===== src/rtl/sync_fifo_flex.sv =====
// sync_fifo_flex: single-clock FIFO for any depth >= 2,
// FWFT or registered read, level flags, flush and error pulses.
module sync_fifo_flex #(
  parameter int DATA_WIDTH = 8,
  parameter int DEPTH      = 16,
  parameter bit FWFT       = 1'b1,
  parameter int AF_THRESH  = DEPTH - 2,
  parameter int AE_THRESH  = 2,
  parameter int ADDR_WIDTH = $clog2(DEPTH)
) (
  input  logic                  clk,
  input  logic                  rst_n,
  input  logic                  flush,
  input  logic                  wr_en,
  input  logic [DATA_WIDTH-1:0] din,
  input  logic                  rd_en,
  output logic [DATA_WIDTH-1:0] dout,
  output logic                  full,
  output logic                  empty,
  output logic                  almost_full,
  output logic                  almost_empty,
  output logic [ADDR_WIDTH:0]   count,
  output logic                  overflow,
  output logic                  underflow
);

  if (DEPTH < 2 || AF_THRESH < 1 || AF_THRESH > DEPTH ||
      AE_THRESH < 0 || AE_THRESH > DEPTH - 1) begin : g_bad_param
    $error("sync_fifo_flex: illegal DEPTH or threshold");
  end

  localparam logic [ADDR_WIDTH-1:0] LAST = ADDR_WIDTH'(DEPTH - 1);
  localparam logic [ADDR_WIDTH:0] CNT_MAX = (ADDR_WIDTH+1)'(DEPTH);
  localparam logic [ADDR_WIDTH:0] AF_C = (ADDR_WIDTH+1)'(AF_THRESH);
  localparam logic [ADDR_WIDTH:0] AE_C = (ADDR_WIDTH+1)'(AE_THRESH);

  logic [DATA_WIDTH-1:0] mem_q [DEPTH];
  logic [ADDR_WIDTH-1:0] wr_ptr_q, wr_ptr_d;
  logic [ADDR_WIDTH-1:0] rd_ptr_q, rd_ptr_d;
  logic [ADDR_WIDTH:0]   count_q, count_d;
  logic                  ovf_q, unf_q;
  logic                  wr_acc, rd_acc;

  // Explicit wrap so non-power-of-2 depths never index past the array.
  function automatic logic [ADDR_WIDTH-1:0] bump(
    input logic [ADDR_WIDTH-1:0] p
  );
    return (p == LAST) ? '0 : p + 1'b1;
  endfunction

  assign full         = (count_q == CNT_MAX);
  assign empty        = (count_q == '0);
  assign almost_full  = (count_q >= AF_C);
  assign almost_empty = (count_q <= AE_C);
  assign count        = count_q;
  assign overflow     = ovf_q;
  assign underflow    = unf_q;

  assign wr_acc = wr_en && !full && !flush;
  assign rd_acc = rd_en && !empty && !flush;

  always_comb begin
    wr_ptr_d = wr_ptr_q;
    rd_ptr_d = rd_ptr_q;
    count_d  = count_q;
    if (flush) begin
      wr_ptr_d = '0;
      rd_ptr_d = '0;
      count_d  = '0;
    end else begin
      if (wr_acc) wr_ptr_d = bump(wr_ptr_q);
      if (rd_acc) rd_ptr_d = bump(rd_ptr_q);
      case ({wr_acc, rd_acc})
        2'b10:   count_d = count_q + 1'b1;
        2'b01:   count_d = count_q - 1'b1;
        default: count_d = count_q;
      endcase
    end
  end

  always_ff @(posedge clk or negedge rst_n) begin
    if (!rst_n) begin
      wr_ptr_q <= '0;
      rd_ptr_q <= '0;
      count_q  <= '0;
      ovf_q    <= 1'b0;
      unf_q    <= 1'b0;
    end else begin
      wr_ptr_q <= wr_ptr_d;
      rd_ptr_q <= rd_ptr_d;
      count_q  <= count_d;
      ovf_q    <= wr_en && full && !flush;
      unf_q    <= rd_en && empty && !flush;
    end
  end

  // Storage is deliberately left out of reset.
  always_ff @(posedge clk) begin
    if (wr_acc) mem_q[wr_ptr_q] <= din;
  end

  if (FWFT) begin : g_fwft
    assign dout = mem_q[rd_ptr_q];
  end else begin : g_reg
    logic [DATA_WIDTH-1:0] dout_q;
    always_ff @(posedge clk or negedge rst_n) begin
      if (!rst_n) begin
        dout_q <= '0;
      end else if (flush) begin
        dout_q <= '0;
      end else if (rd_acc) begin
        dout_q <= mem_q[rd_ptr_q];
      end
    end
    assign dout = dout_q;
  end

endmodule


===== config.mk =====
export PLATFORM = sky130hd
export DESIGN_NAME = sync_fifo_flex
export DESIGN_NICKNAME = d
export VERILOG_FILES = /design/src/rtl/sync_fifo_flex.sv
export SDC_FILE = /design/constraint.sdc
export NUM_CORES = 1
export LEC_CHECK = 0
export BUFFER_PORTS_ARGS = -buffer_cell sky130_fd_sc_hd__buf_4
export CAP_MARGIN = 20
export CORE_ASPECT_RATIO = 1.4
export CORE_MARGIN = 10
export CORE_UTILIZATION = 59
export DETAILED_ROUTE_END_ITERATION = 8
export PLACE_DENSITY = 0.77
export SLEW_MARGIN = 30
export SYNTH_ARGS = -nofsm -noshare
export SYNTH_HDL_FRONTEND = slang
export SYNTH_SLANG_ARGS = --single-unit

===== constraint.sdc =====
create_clock -name clk -period 3.42 [get_ports clk]
set_input_delay 0.342 -clock clk [delete_from_list [all_inputs] [get_ports clk]]
set_output_delay 0.342 -clock clk [all_outputs]
set_load 0.01 [all_outputs]

# After elaboration in Yosys (flattened, before gate mapping)

Memory sizes are Yosys's and may differ from the RTL's.
Cells that the tools add are included.

Memories: 1
Output and inout port bits: 19
Logic and storage cells: 42
Bits of input ports: 13
Flip-flop bits (word level): 15
Memory bits (writable): 128

Memories:

| name  | depth | width | rd ports | clocked after Yosys merged registers in | write ports | line | text |
|---|---|---|---|---|---|---|---|
| mem_q | 16    | 8     | 1        | 0                                       | 1           | 37   | `logic [DATA_WIDTH-1:0] mem_q [DEPTH];` |

Equal/unequal tests: 5
$add $sub $neg: 4
Muxes and demuxes: 10
$lt $le $gt $ge: 2
Reduce and logical (&&, ||, !) cells: 15

Operator list:

| kind                                                                             | count |
|---|---|
| 4-bit two-way mux                                                                | 6 |
| 5-bit one-hot mux with 2 select lines                                            | 1 |
| 4-bit by 1-bit adder with 4-bit output, second input constant                    | 2 |
| 4-bit == test, second input constant                                             | 2 |
| 1-bit logical AND                                                                | 8 |
| 5-bit by 1-bit adder with 5-bit output, second input constant                    | 1 |
| 5-bit == test, second input constant                                             | 1 |
| 5-bit by 4-bit >= comparator with 1-bit output, second input constant            | 1 |
| 5-bit by 2-bit less-or-equal comparator with 1-bit output, second input constant | 1 |
| 5-bit zero test                                                                  | 1 |
| 5-bit two-way mux                                                                | 1 |
| 5-bit by 1-bit subtractor with 5-bit output, second input constant               | 1 |
| 2-bit nonzero test                                                               | 2 |
| 1-bit zero test                                                                  | 3 |
| 3-bit nonzero test                                                               | 1 |
| 2-bit by 1-bit == test with 1-bit output, second input constant                  | 1 |
| 2-bit == test, second input constant                                             | 1 |
| 1-bit two-way mux                                                                | 2 |

# Depth between registers and ports, before layout

Gate-level depths: netlist (run 1).

Word-level depth: 7
Gate-level depth with buffers: 9
Mapped depth without buffers: 8

# Least setup slack after synthesis (run 1)

No wires, ideal clock.

Kind: register -> register
Start: register count_q[0] (netlist: count[0])
End: register count_q[4] (netlist: count[4])
Clock period less this slack: 2556 ps
Library setup time: 137 ps
Required time: 3283 ps
Arrival: 2419 ps
Buffers on the path: 1
Cell stages (with the launch flop): 10
Path slack: 864 ps
Cell sequence: dfrtp_1 > or4_1 > buf_2 > o2111a_2 > xor2_1 > ha_1 > o31a_1 > o21ai_0 > mux2_2 > o2111ai_1

Longest elaborated chain between the ends: 7
Elaborated cells between the ends (all ways): 15
Classes of those cells: add/sub (2); eq/ne (3); mux (2); reduce/logical (8)

Ends and longest elaborated chain:

| item                                                                             | line   | text |
|---|---|---|
| from (decl)                                                                      | 40     | `logic [ADDR_WIDTH:0] count_q, count_d;` |
| from (signal assigned)                                                           | 91     | `count_q <= count_d;` |
| 5-bit == test / 5-bit zero test (equally long branches)                          | 51, 52 |  |
| 1-bit zero test (on tied branches)                                               | 59, 60 |  |
| 1-bit logical AND (on tied branches) (2 in a row)                                | 59, 60 |  |
| 2-bit by 1-bit == test with 1-bit output / 2-bit == test (equally long branches) | 73     | `case ({wr_acc, rd_acc})` |
| 5-bit one-hot mux with 2 select lines                                            | 73     |  |
| 5-bit two-way mux                                                                | 66     | `if (flush) begin` |

Parallel ways exist; a longest one is shown, timed or not.
A chain may end at the register's enable or synchronous reset.

# Final worst setup path (run 1)

Start: register rd_ptr_q[0]
End: output dout[4]

Longest elaborated chain between the ends: 1

Ends and longest elaborated chain:

| item                   | line | text |
|---|---|---|
| from (decl)            | 39   | `logic [ADDR_WIDTH-1:0] rd_ptr_q, rd_ptr_d;` |
| from (signal assigned) | 90   | `rd_ptr_q <= rd_ptr_d;` |
| memory read 16 x 8 bit | -    |  |
| to (decl)              | 17   | `output logic [DATA_WIDTH-1:0] dout,` |

No other way between the ends.

==> results of run 1 <==
-- sequential cells by signal, indices dropped and copies added (netlist names) --
signal	flops
mem_q	128
count	5
rd_ptr_q	4
wr_ptr_q	4
overflow	1
underflow	1
-- Yosys cell counts, drive strengths merged (2+ instances only) --
| library cell | instances |
|---|---|
| a211oi | 3 |
| a21o | 2 |
| a21oi | 14 |
| a221o | 2 |
| a221oi | 8 |
| a22oi | 4 |
| a31o | 2 |
| a31oi | 3 |
| a32oi | 4 |
| and2 | 2 |
| and3 | 2 |
| buf | 7 |
| clkbuf | 17 |
| dfrtp | 15 |
| edfxtp | 128 |
| ha | 7 |
| inv | 11 |
| mux2i | 19 |
| mux4 | 24 |
| nand2 | 13 |
| nand3 | 3 |
| nand4 | 2 |
| nor2 | 23 |
| nor2b | 4 |
| nor3 | 8 |
| nor4 | 3 |
| o211ai | 4 |
| o21ai | 10 |
| o41ai | 2 |
| or4 | 3 |
| xnor2 | 2 |
| xor2 | 2 |
-- routing by layer --
layer	vias to the layer above	share of wire, %	global-route usage (%)	routed length, um
li1	1565	-	-	-
met1	1838	37	19.87	4868
met2	165	54	31.36	7058
met3	31	6.0	4.945	778
met4	0	2.5	9.420	328
met5	-	0	0	0
-- critical path: stages, from the launching register on --
cell and delay, ns:
dfrtp_2 0.63, buf_4 0.45, mux4_2 0.59, a32oi_1 0.22
o21ai_0 0.12, buf_4 0.16
-- layout make-up --
type / instances / share of cell area (%)
clock buffers: 17 / 6.024
clock inverters: 15 / 2.622
inverters: 11 / 0.5847
multi-input cells: 190 / 23.80
flip-flops and latches: 143 / 59.76
well taps: 135 / 2.392
repair buffers: 45 / 4.819
-- logic make-up (layout without fill, tap and decap cells) --
family / count (synthesis) / in the layout / synth area share [%]
buf+inv: 35 / 88 / 2.260
simple gates: 69 / 69 / 5.680
fa+ha+maj: 7 / 7 / 1.451
mux: 44 / 44 / 12.29
compound gates: 66 / 66 / 7.836
xor+xnor: 4 / 4 / 0.5805
flops: 143 / 143 / 69.90
-- power by group --
group | total (W) | internal [W] | switching (W)
clock network | 0.00189 | 0.00116 | 0.000736
logic | 0.00111 | 0.000548 | 0.000560
registers | 0.00210 | 0.00197 | 0.000139
total | 0.00511 | 0.00367 | 0.00144
-- worst max path at each step --
stage,to,cells past startpoint
finish,dout[4],5
global route,dout[6],6
CTS,dout[4],5
detailed placement,count[4]$_DFFE_PN0P_,8
global placement,count[4]$_DFFE_PN0P_,8
floorplan,count[4]$_DFFE_PN0P_,9
-- metrics by stage --
step,hold slack [ns],area (sq um),power [W],std cells,util (%)
after floorplan,0.04641,6036,0.002844,368,-
after global placement,0.2162,6441,0.003211,523,64.71
after detailed placement,0.2135,6441,0.003238,523,64.71
after CTS,0.2171,7062,0.005126,556,70.95
after global routing,0.2314,7062,0.005300,556,70.95
final,0.2398,7062,0.005106,556,70.95
==> run summary, run 1 <==
=================================================================================================
Main area contributors after synthesis                                               edfxtp_1, mux4_2, dfrtp_1
Area used by multi-input combinational logic                                           1680 sq um
Category of the most critical setup path                                               reg -> out
Total negative setup slack                                                                   0 ns
Terminating pin of the worst hold path                                               mem_q[14][4]$_DFFE_PP_
Maximum buffer depth of the clock tree                                                          2
H-tree depth                                                                                    4
Data arrival, critical path                                                               2.61 ns
Post-CTS setup-driven buffer insertion count                                                    0
Critical Path Start Type                                                                     flop
Post-DR wirelength/cell                                                                  23.44 um
Proportion of layout cells with a drive suffix above 1                                     24.94%
Number of top-level pins                                                                       32
Global-route wire length before repair                                                   20180 um
GRT Overall Usage                                                                          18.17%
Syn-to-layout area delta                                                                   17.00%
Vias/cell                                                                                   6.473
Die span in x                                                                            105.5 um
Die boundary height                                                                      139.7 um
Most common flop cell mapped by yosys                                                    edfxtp_1
Endpoint of the most critical register-to-register path                              count[4]$_DFFE_PN0P_
Length of the first detailed-routing pass in iterations                                         4
Fill cell instance count of the final layout                                                  626
Proportion of synthesized chip area in sequential cells                                    69.90%
Resized Gates After CTS                                                                         0
Antenna violations before repair                                                                0
Logic depth of the worst register-to-register path                                              8
Post-CTS Hold Buffers                                                                           1
Vias in the first global route                                                               3626
TritonCTS Sinks                                                                               143
Cell Area, Synth                                                                       6036 sq um
Number of distinct library cell variants in the gate-level netlist after synthesis             48
Peak Freq                                                                               338.6 MHz
Wire length after detailed routing                                                       13030 um
Count of mapped cells out of synthesis                                                        368
Clock Tree Root                                                                         clkbuf_16
Via count                                                                                    3599
Clock latency on the worst-skew pair                                                      0.42 ns
Total count of max-transition violations in the final report                                    0
Final hold vios                                                                                 0
Clock tree from TritonCTS                                                                     yes
Final worst setup slack                                                                 0.4667 ns
Half-perimeter wire length after detailed placement                                       8382 um
R2R setup slack                                                                           0.53 ns
Most used cells in the layout excluding fill and tap cells                           edfxtp_1, buf_4, mux4_2, nor2_1, mux2i_1
EDFF count, synth                                                                             128
Diodes inserted                                                                                 0
Proportion of register bits with asynchronous set or reset after synthesis                 10.49%
Worst slew margin relative to its limit                                                    40.73%
Row cnt                                                                                        43
Die Outline Area                                                                      14730 sq um
Origin of the critical flop-to-flop path                                             count[1]$_DFFE_PN0P_
Skew final                                                                             0.01025 ns
Number of synthesized register bits                                                           143
Final Critical Period                                                                    2.953 ns
Post-route clock period utilization                                                        86.36%
Number of port buffers                                                                         31
Cell type with the largest total area after synthesis                                    edfxtp_1
Tightest Pin Transition                                                                 0.8858 ns
Drt first-iter violations                                                                     321
Core area                                                                              9953 sq um
Startpoint of the worst setup timing path                                            rd_ptr_q[0]$_DFFE_PN0P_
Mean post-synth cell area                                                             16.40 sq um
WP data required                                                                          3.08 ns
Pin count of the biggest net entering global routing                                           27
Number of buffers added by the clock tree synthesis step                                       17
Syn_nets                                                                                      388
Most common cell after layout, fill and taps aside                                       edfxtp_1
Total number of yosys warnings                                                                  0
Clk slew on worst S/H paths                                                               0.06 ns
Starting utilization of the core area                                                      60.64%
Pre-CTS setup slack                                                                     0.6330 ns
Area taken by flip-flops and latches                                                   4220 sq um
Post-detailed-route count of antenna-violating nets                                             0
RSZ-0062 raised after global routing                                                        false
Power per Cell Area                                                                  723.1 nW/um^2
Final layout net count                                                                        428
CP Capture Type                                                                       output port
Total of endpoints with negative setup slack in the final report                                0
Highest fanout seen on the critical path                                                       22
Final weighted congestion of routability-driven global placement                           0.8468
Post-route DRC                                                                                  0
IR Drop Worst-Case VDD                                                                  0.4918 mV
Overflow left after global routing                                                              0
Worst Hold Depth                                                                                1
Static power due to leakage                                                              2.384 nW
Max-Cap Viols                                                                                   0
Run status                                                                           finished, final reports clean
Launch point of the worst hold path                                                        din[4]
Hold/Removal Path Class                                                                 in -> reg
Fraction of post-synthesis cell area in the top cell type by area                          63.68%
=================================================================================================
No activity file was read; power rests on OpenSTA's default activity.
==> inputs of run 2 (changes only) <==
--- a/config.mk
+++ b/config.mk
@@ -9,9 +9,9 @@
 export CAP_MARGIN = 20
 export CORE_ASPECT_RATIO = 1.4
 export CORE_MARGIN = 10
-export CORE_UTILIZATION = 59
+export CORE_UTILIZATION = 60
 export DETAILED_ROUTE_END_ITERATION = 8
-export PLACE_DENSITY = 0.77
+export PLACE_DENSITY = 0.78
 export SLEW_MARGIN = 30
 export SYNTH_ARGS = -nofsm -noshare
 export SYNTH_HDL_FRONTEND = slang
==> run summary, run 2 (synthesized netlist as in run 1, its figures left out) <==
===============================================================================
RSZ-0062 raised after global routing                                      false
Final Hold Slack                                                      0.2366 ns   -0.003190 ns
Clk slew on worst S/H paths                                             0.06 ns   about the same
Tightest Pin Transition                                               0.8829 ns   -0.002933 ns
Portion of total power attributed to the clock network                    36.6%   -0.5 points
Detailed-routed wire length on met3                                      997 um   +28%
Area used by multi-input combinational logic                         1680 sq um   unchanged
Post-route clock period utilization                                      83.02%   -3.3 points
Most used cells in the layout excluding fill and tap cells         edfxtp_1, buf_4, mux4_2, nor2_1, mux2i_1
Number of top-level pins                                                     32   unchanged
Number of port buffers                                                       31   unchanged
Final cell utilization of the core                                       71.97%   +1.0 points
Post-route DRC                                                                0   unchanged
Comb power frac                                                           22.4%   +0.7 points
Worst stage delay on the critical path                                  0.64 ns   about the same
Total negative setup slack                                                 0 ns   unchanged
Die span in x                                                          104.8 um   -0.68%
Routed length on met2                                                   7532 um   +6.7%
Drt first-iter violations                                                   281   -12%
Data arrival, critical path                                             2.50 ns   -0.11 ns
Vias in the first global route                                             3770   +4.0%
Diodes inserted                                                               0   unchanged
Reported net switching power                                         0.001365 W   -4.9%
Wire length after detailed routing                                     14020 um   +7.6%
Antenna violations before repair                                              0   unchanged
Final weighted congestion of routability-driven global placement         0.8454   -0.17%
GRT Overall Usage                                                        19.96%   +1.8 points
Cell with the largest stage delay on the worst path                     dfrtp_2
Highest fanout seen on the critical path                                     31   +41%
Maximum buffer depth of the clock tree                                        2   unchanged
Clock tree from TritonCTS                                                   yes
Post-CTS setup-driven buffer insertion count                                  0   unchanged
Run status                                                         finished, final reports clean
Post-CTS Hold Buffers                                                         1   unchanged
Via count                                                                  3609   +0.28%
Clock latency on the worst-skew pair                                    0.41 ns   about the same
Fill cell instance count of the final layout                                649   +3.7%
Cell-internal power                                                  0.003732 W   +1.7%
Max-Cap Viols                                                                 0   unchanged
Final Critical Period                                                  2.839 ns   -0.1142 ns
Total Power Consumption                                              0.005097 W   -0.19%
Overflow left after global routing                                            0   unchanged
Peak Freq                                                             352.2 MHz   +4.0%
Core area                                                            9899 sq um   -0.54%
Total count of max-transition violations in the final report                  0   unchanged
Post-detailed-route count of antenna-violating nets                           0   unchanged
CP Capture Type                                                     output port
Die boundary height                                                    138.7 um   -0.72%
Final layout net count                                                      436   +1.9%
Clock Tree Root                                                       clkbuf_16
Resized Gates After CTS                                                       0   unchanged
Switching share of power                                                 26.78%   -1.3 points
Total of endpoints with negative setup slack in the final report              0   unchanged
Global-route wire length before repair                                 21820 um   +8.1%
Syn-to-layout area delta                                                 18.03%
Vias/cell                                                                 6.410   -0.97%
Proportion of layout cells with a drive suffix above 1                   25.47%   +0.53 points
Critical Path Start Type                                                   flop
Category of the most critical setup path                             reg -> out
Worst slew margin relative to its limit                                  40.92%   +0.20 points
Most common cell after layout, fill and taps aside                     edfxtp_1
WP data required                                                        3.08 ns   about the same
Skew final                                                          0.005084 ns   -0.005161 ns
Power per Cell Area                                                715.4 nW/um^2   -1.1%
Pin count of the biggest net entering global routing                         32   +19%
Top reg by flops                                                          mem_q
M1 wire length                                                          5020 um   +3.1%
Post-DR wirelength/cell                                                24.90 um   +6.2%
Number of flip-flops under the largest register name                        128   unchanged
Number of buffers added by the clock tree synthesis step                     17   unchanged
Area taken by flip-flops and latches                                 4220 sq um   unchanged
Starting utilization of the core area                                    60.97%   +0.33 points
Uppermost routed layer                                                     met4
Die Outline Area                                                    14530 sq um   -1.4%
Static power due to leakage                                            2.433 nW   +2.0%
IR Drop Worst-Case VDD                                                0.6126 mV   +25%
H-tree depth                                                                  4   unchanged
Hold/Removal Path Class                                               in -> reg
Final hold vios                                                               0   unchanged
Row cnt                                                                      43   unchanged
Half-perimeter wire length after detailed placement                     8929 um   +6.5%
Worst-path cell chain                                              buf_12 -> mux4_2 -> a22oi_1 -> o21ai_0 -> buf_4
TritonCTS Sinks                                                             143   unchanged
Length of the first detailed-routing pass in iterations                       5   +1
Sequential Power Share                                                    41.0%   -0.2 points
===============================================================================
==> run 2: critical path, delay by kind of cell (launching register included) <==
kind,cells,cell delay (ns)
buffers and inverters,2,0.49
flip-flops,1,0.64
AO/OA/AOI/OAI,2,0.35
multiplexers,1,0.58
==> run 2: final cells by class <==
type,instances,share of cell area (%)
multi-input cells,190,23.59
clock inverters,13,2.406
well taps,135,2.371
repair buffers,53,5.796
flip-flops and latches,143,59.24
clock buffers,18,6.024
inverters,11,0.5796
==> run 2: metrics by stage <==
step	area [sq um]	std cells	setup slack, ns
global placement	6514	531	0.7780
CTS	7124	563	0.5387
finish	7124	563	0.5808
detailed placement	6514	531	0.6534
floorplan	6036	368	0.8637
global route	7124	563	0.4170
==> run 2: per-layer routing <==
metal / track usage (%) / vias to the layer above
met1: 22.46 / 1813
li1: - / 1576
met4: 10.72 / 0
met5: 0 / -
met2: 33.71 / 186
met3: 5.349 / 34
==> run 2: final timing paths <==
kind / startpoint / end / slack (ns) / cells after the start
hold / removal: din[2] / mem_q[14][2]$_DFFE_PP_ / 0.24 / 1
setup / recovery: rd_ptr_q[0]$_DFFE_PN0P_ / dout[1] / 0.58 / 5
min in group asynchronous: rst_n / wr_ptr_q[0]$_DFFE_PN0P_ / 0.34 / 2
setup reg to reg: count[1]$_DFFE_PN0P_ / count[4]$_DFFE_PN0P_ / 0.59 / 8
max in group asynchronous: rst_n / rd_ptr_q[0]$_DFFE_PN0P_ / 2.87 / 2
hold reg to reg: wr_ptr_q[1]$_DFFE_PN0P_ / wr_ptr_q[3]$_DFFE_PN0P_ / 0.64 / 2
==> run 2: power groups by stage <==
stage	logic, W	clock network (W)	registers [W]
floorplan	0.000785	0	0.00206
global placement	0.00111	0	0.00211
detailed placement	0.00114	0	0.00212
CTS	0.00115	0.00190	0.00209
global route	0.00124	0.00197	0.00210
finish	0.00114	0.00187	0.00209
==> inputs of run 3 (changes only) <==
--- a/config.mk
+++ b/config.mk
@@ -5,6 +5,7 @@
 export SDC_FILE = /design/constraint.sdc
 export NUM_CORES = 1
 export LEC_CHECK = 0
+export ABC_AREA = 1
 export BUFFER_PORTS_ARGS = -buffer_cell sky130_fd_sc_hd__buf_4
 export CAP_MARGIN = 20
 export CORE_ASPECT_RATIO = 1.4
==> constraint.sdc (replaced) <==
create_clock -name clk -period 2.8 [get_ports clk]
set_input_delay 0.28 -clock clk [delete_from_list [all_inputs] [get_ports clk]]
set_output_delay 0.28 -clock clk [all_outputs]
set_load 0.01 [all_outputs]
==> run summary, run 3 <==
=================================================================================================
Run status                                                                           finished, final reports clean
Syn_nets                                                                                      515   +33%
Cell Area, Synth                                                                       5976 sq um   -1.0%
Row cnt                                                                                        43   unchanged
Worst slew margin relative to its limit                                                    43.13%   +2.2 points
Cell with the largest stage delay on the worst path                                       dfrtp_2
Post-DR wirelength/cell                                                                  20.55 um   -17%
Non-filler instance count after layout                                                        681   +21%
RSZ-0062 raised after global routing                                                        false
Power per Cell Area                                                                  911.7 nW/um^2   +27%
Half-perimeter wire length after detailed placement                                       8995 um   +0.74%
Global-route wire length before repair                                                   22500 um   +3.1%
Length of the first detailed-routing pass in iterations                                         5   unchanged
Destination of the critical timing path                                                   dout[6]
Starting utilization of the core area                                                      60.69%   -0.28 points
Total negative setup slack                                                                   0 ns   unchanged
Instance count on the critical path                                                             7   +2
Bufs and invs on worst path                                                                     2   unchanged
R2R setup slack                                                                           0.66 ns   +0.07 ns
Diodes inserted                                                                                 0   unchanged
Worst-path cell chain                                                                inv_2 -> nand2_2 -> a21oi_1 -> a221oi_1 -> o21ai_0 -> nand2_1 -> buf_4
Cell with the most instances after synthesis                                             edfxtp_1
Clock Tree Root                                                                         clkbuf_16
Post-synth top cells                                                                 edfxtp_1, nand2_1, nor2_1
Proportion of synthesized chip area in sequential cells                                    70.60%   +0.70 points
Skew final                                                                            0.007215 ns   +0.002131 ns
Drt first-iter violations                                                                     338   +20%
Data arrival, critical path                                                               2.29 ns   -0.21 ns
Hold/Removal Path Class                                                                 in -> reg
Final weighted congestion of routability-driven global placement                           0.8449   about the same
Proportion of register bits with asynchronous set or reset after synthesis                 10.49%   unchanged
Final hold vios                                                                                 0   unchanged
Total Power Consumption                                                                0.006368 W   +25%
Tightest Pin Transition                                                                 0.8499 ns   -0.03293 ns
Logic depth of the worst register-to-register path                                              6   -2
Die span in x                                                                            104.3 um   -0.40%
Overflow left after global routing                                                              0   unchanged
Maximum buffer depth of the clock tree                                                          2   unchanged
Most common flop cell mapped by yosys                                                    edfxtp_1
Cell class contributing the biggest share of worst-path delay                          flip-flops
H-tree depth                                                                                    4   unchanged
Post-detailed-route count of antenna-violating nets                                             0   unchanged
Final layout net count                                                                        553   +27%
Number of synthesized register bits                                                           143   unchanged
Category of the most critical setup path                                               reg -> out
Most used cells in the layout excluding fill and tap cells                           edfxtp_1, nand2_1, nor2_1, o21ai_0, buf_4
TritonCTS Sinks                                                                               143   unchanged
Post-route clock period utilization                                                        91.81%
Syn-to-layout area delta                                                                   16.88%
Total number of yosys warnings                                                                  0   unchanged
Count of mapped cells out of synthesis                                                        495   +35%
Vias in the first global route                                                               4273   +13%
Clock latency on the worst-skew pair                                                      0.42 ns   about the same
Total count of max-transition violations in the final report                                    0   unchanged
Highest fanout seen on the critical path                                                       19   -39%
Number of distinct library cell variants in the gate-level netlist after synthesis             29   -40%
Proportion of layout cells with a drive suffix above 1                                     15.93%   -9.5 points
IR Drop Worst-Case VDD                                                                  0.7398 mV   +21%
Number of top-level pins                                                                       32   unchanged
Cell type with the largest total area after synthesis                                    edfxtp_1
Post-route DRC                                                                                  0   unchanged
Clock tree from TritonCTS                                                                     yes
Top reg by flops                                                                            mem_q
Launch point of the worst hold path                                                         flush
Vias/cell                                                                                   6.006   -6.3%
Final Critical Period                                                                    2.571 ns
EDFF count, synth                                                                             128   unchanged
Placed insts                                                                                  648   +22%
Static power due to leakage                                                              2.619 nW   +7.7%
Origin of the critical flop-to-flop path                                             count[2]$_DFFE_PN0P_
Area taken by flip-flops and latches                                                   4222 sq um   about the same
Peak Freq                                                                               389.0 MHz
Endpoint of the most critical register-to-register path                              mem_q[5][5]$_DFFE_PP_
Die Outline Area                                                                      14410 sq um   -0.83%
Max-Cap Viols                                                                                   0   unchanged
Clk slew on worst S/H paths                                                               0.06 ns   about the same
Final Hold Slack                                                                       0.05121 ns   -0.1854 ns
Main area contributors after synthesis                                               edfxtp_1, dfrtp_1, nand2_1
WP data required                                                                          2.52 ns   -0.56 ns
Antenna violations before repair                                                                0   unchanged
GRT Overall Usage                                                                          20.22%   +0.26 points
Wire length after detailed routing                                                       14000 um   -0.18%
Post-CTS setup-driven buffer insertion count                                                    0   unchanged
Fraction of post-synthesis cell area in the top cell type by area                          64.32%   +0.64 points
Number of port buffers                                                                         31   unchanged
Pin count of the biggest net entering global routing                                           68   +110%
Critical Path Start Type                                                                     flop
Die boundary height                                                                      138.1 um   -0.43%
Area used by multi-input combinational logic                                           1531 sq um   -8.9%
Fill cell instance count of the final layout                                                  655   +0.92%
Number of buffers added by the clock tree synthesis step                                       17   unchanged
Startpoint of the worst setup timing path                                            rd_ptr_q[1]$_DFFE_PN0P_
Total of endpoints with negative setup slack in the final report                                0   unchanged
Via count                                                                                    4090   +13%
Core area                                                                              9846 sq um   -0.54%
Mean post-synth cell area                                                             12.07 sq um   -26%
Most common cell after layout, fill and taps aside                                       edfxtp_1
Worst stage delay on the critical path                                                    0.57 ns   -0.07 ns
Number of flip-flops under the largest register name                                          128   unchanged
CP Capture Type                                                                       output port
=================================================================================================
==> run 3: metrics by stage <==
step	area (sq um)	worst slack, ns	utilization, %
detailed placement	6357	0.4913	64.57
global route	6984	0.07841	70.94
global placement	6357	0.6149	64.57
finish	6984	0.2294	70.94
CTS	6983	0.03936	70.92
floorplan	5976	0.9756	-
==> run 3: per-layer routing <==
| metal | share of wire, % | wire length, um | vias to the layer above | global-route usage (%) |
|---|---|---|---|---|
| li1 | - | - | 1858 | - |
| met1 | 37 | 5189 | 1987 | 22.32 |
| met2 | 52 | 7232 | 202 | 33.72 |
| met3 | 7.0 | 978 | 43 | 5.953 |
| met4 | 4.3 | 596 | 0 | 11.98 |
| met5 | 0 | 0 | - | 0 |
==> run 3: area by class of cell <==
| type | instances | share of cell area (%) |
|---|---|---|
| sequential | 143 | 60.44 |
| inverter | 31 | 1.702 |
| tap | 135 | 2.418 |
| clock inverter | 15 | 2.723 |
| multi-input combinational | 300 | 21.93 |
| clock buffer | 17 | 6.091 |
| timing repair buffer | 40 | 4.694 |
==> run 3: power breakdown <==
part | total, W | internal [W] | switching [W]
Clock | 0.00235 | 0.00148 | 0.000867
Sequential | 0.00253 | 0.00240 | 0.000130
Combinational | 0.00148 | 0.000520 | 0.000964
==> run 3: worst min path at each step <==
stage                           endpoint  slack (ns)  cells past startpoint
floorplan           count[0]$_DFFE_PN0P_       -0.02                      0
global placement    count[3]$_DFFE_PN0P_        0.15                      1
detailed placement  count[3]$_DFFE_PN0P_        0.15                      1
CTS                   overflow$_DFF_PN0_        0.04                      2
global route          overflow$_DFF_PN0_        0.06                      2
finish                overflow$_DFF_PN0_        0.05                      2
==> run 3: repair_timing <==
action	in CTS	in global routing
hold buffers	1	0
endpoints found under the setup margin	0	8
gates resized for setup	0	1
hold endpoints to repair	15	0
==> run 3: cells by family after synthesis <==
logic type,share of synthesized area [%]
and+or+nand+nor,12.65
DFF,70.60
AOI/OAI and AO/OA,11.08
buffers and inverters,3.769
adders and majority gates,1.466
xor gates and xnor gates,0.4398
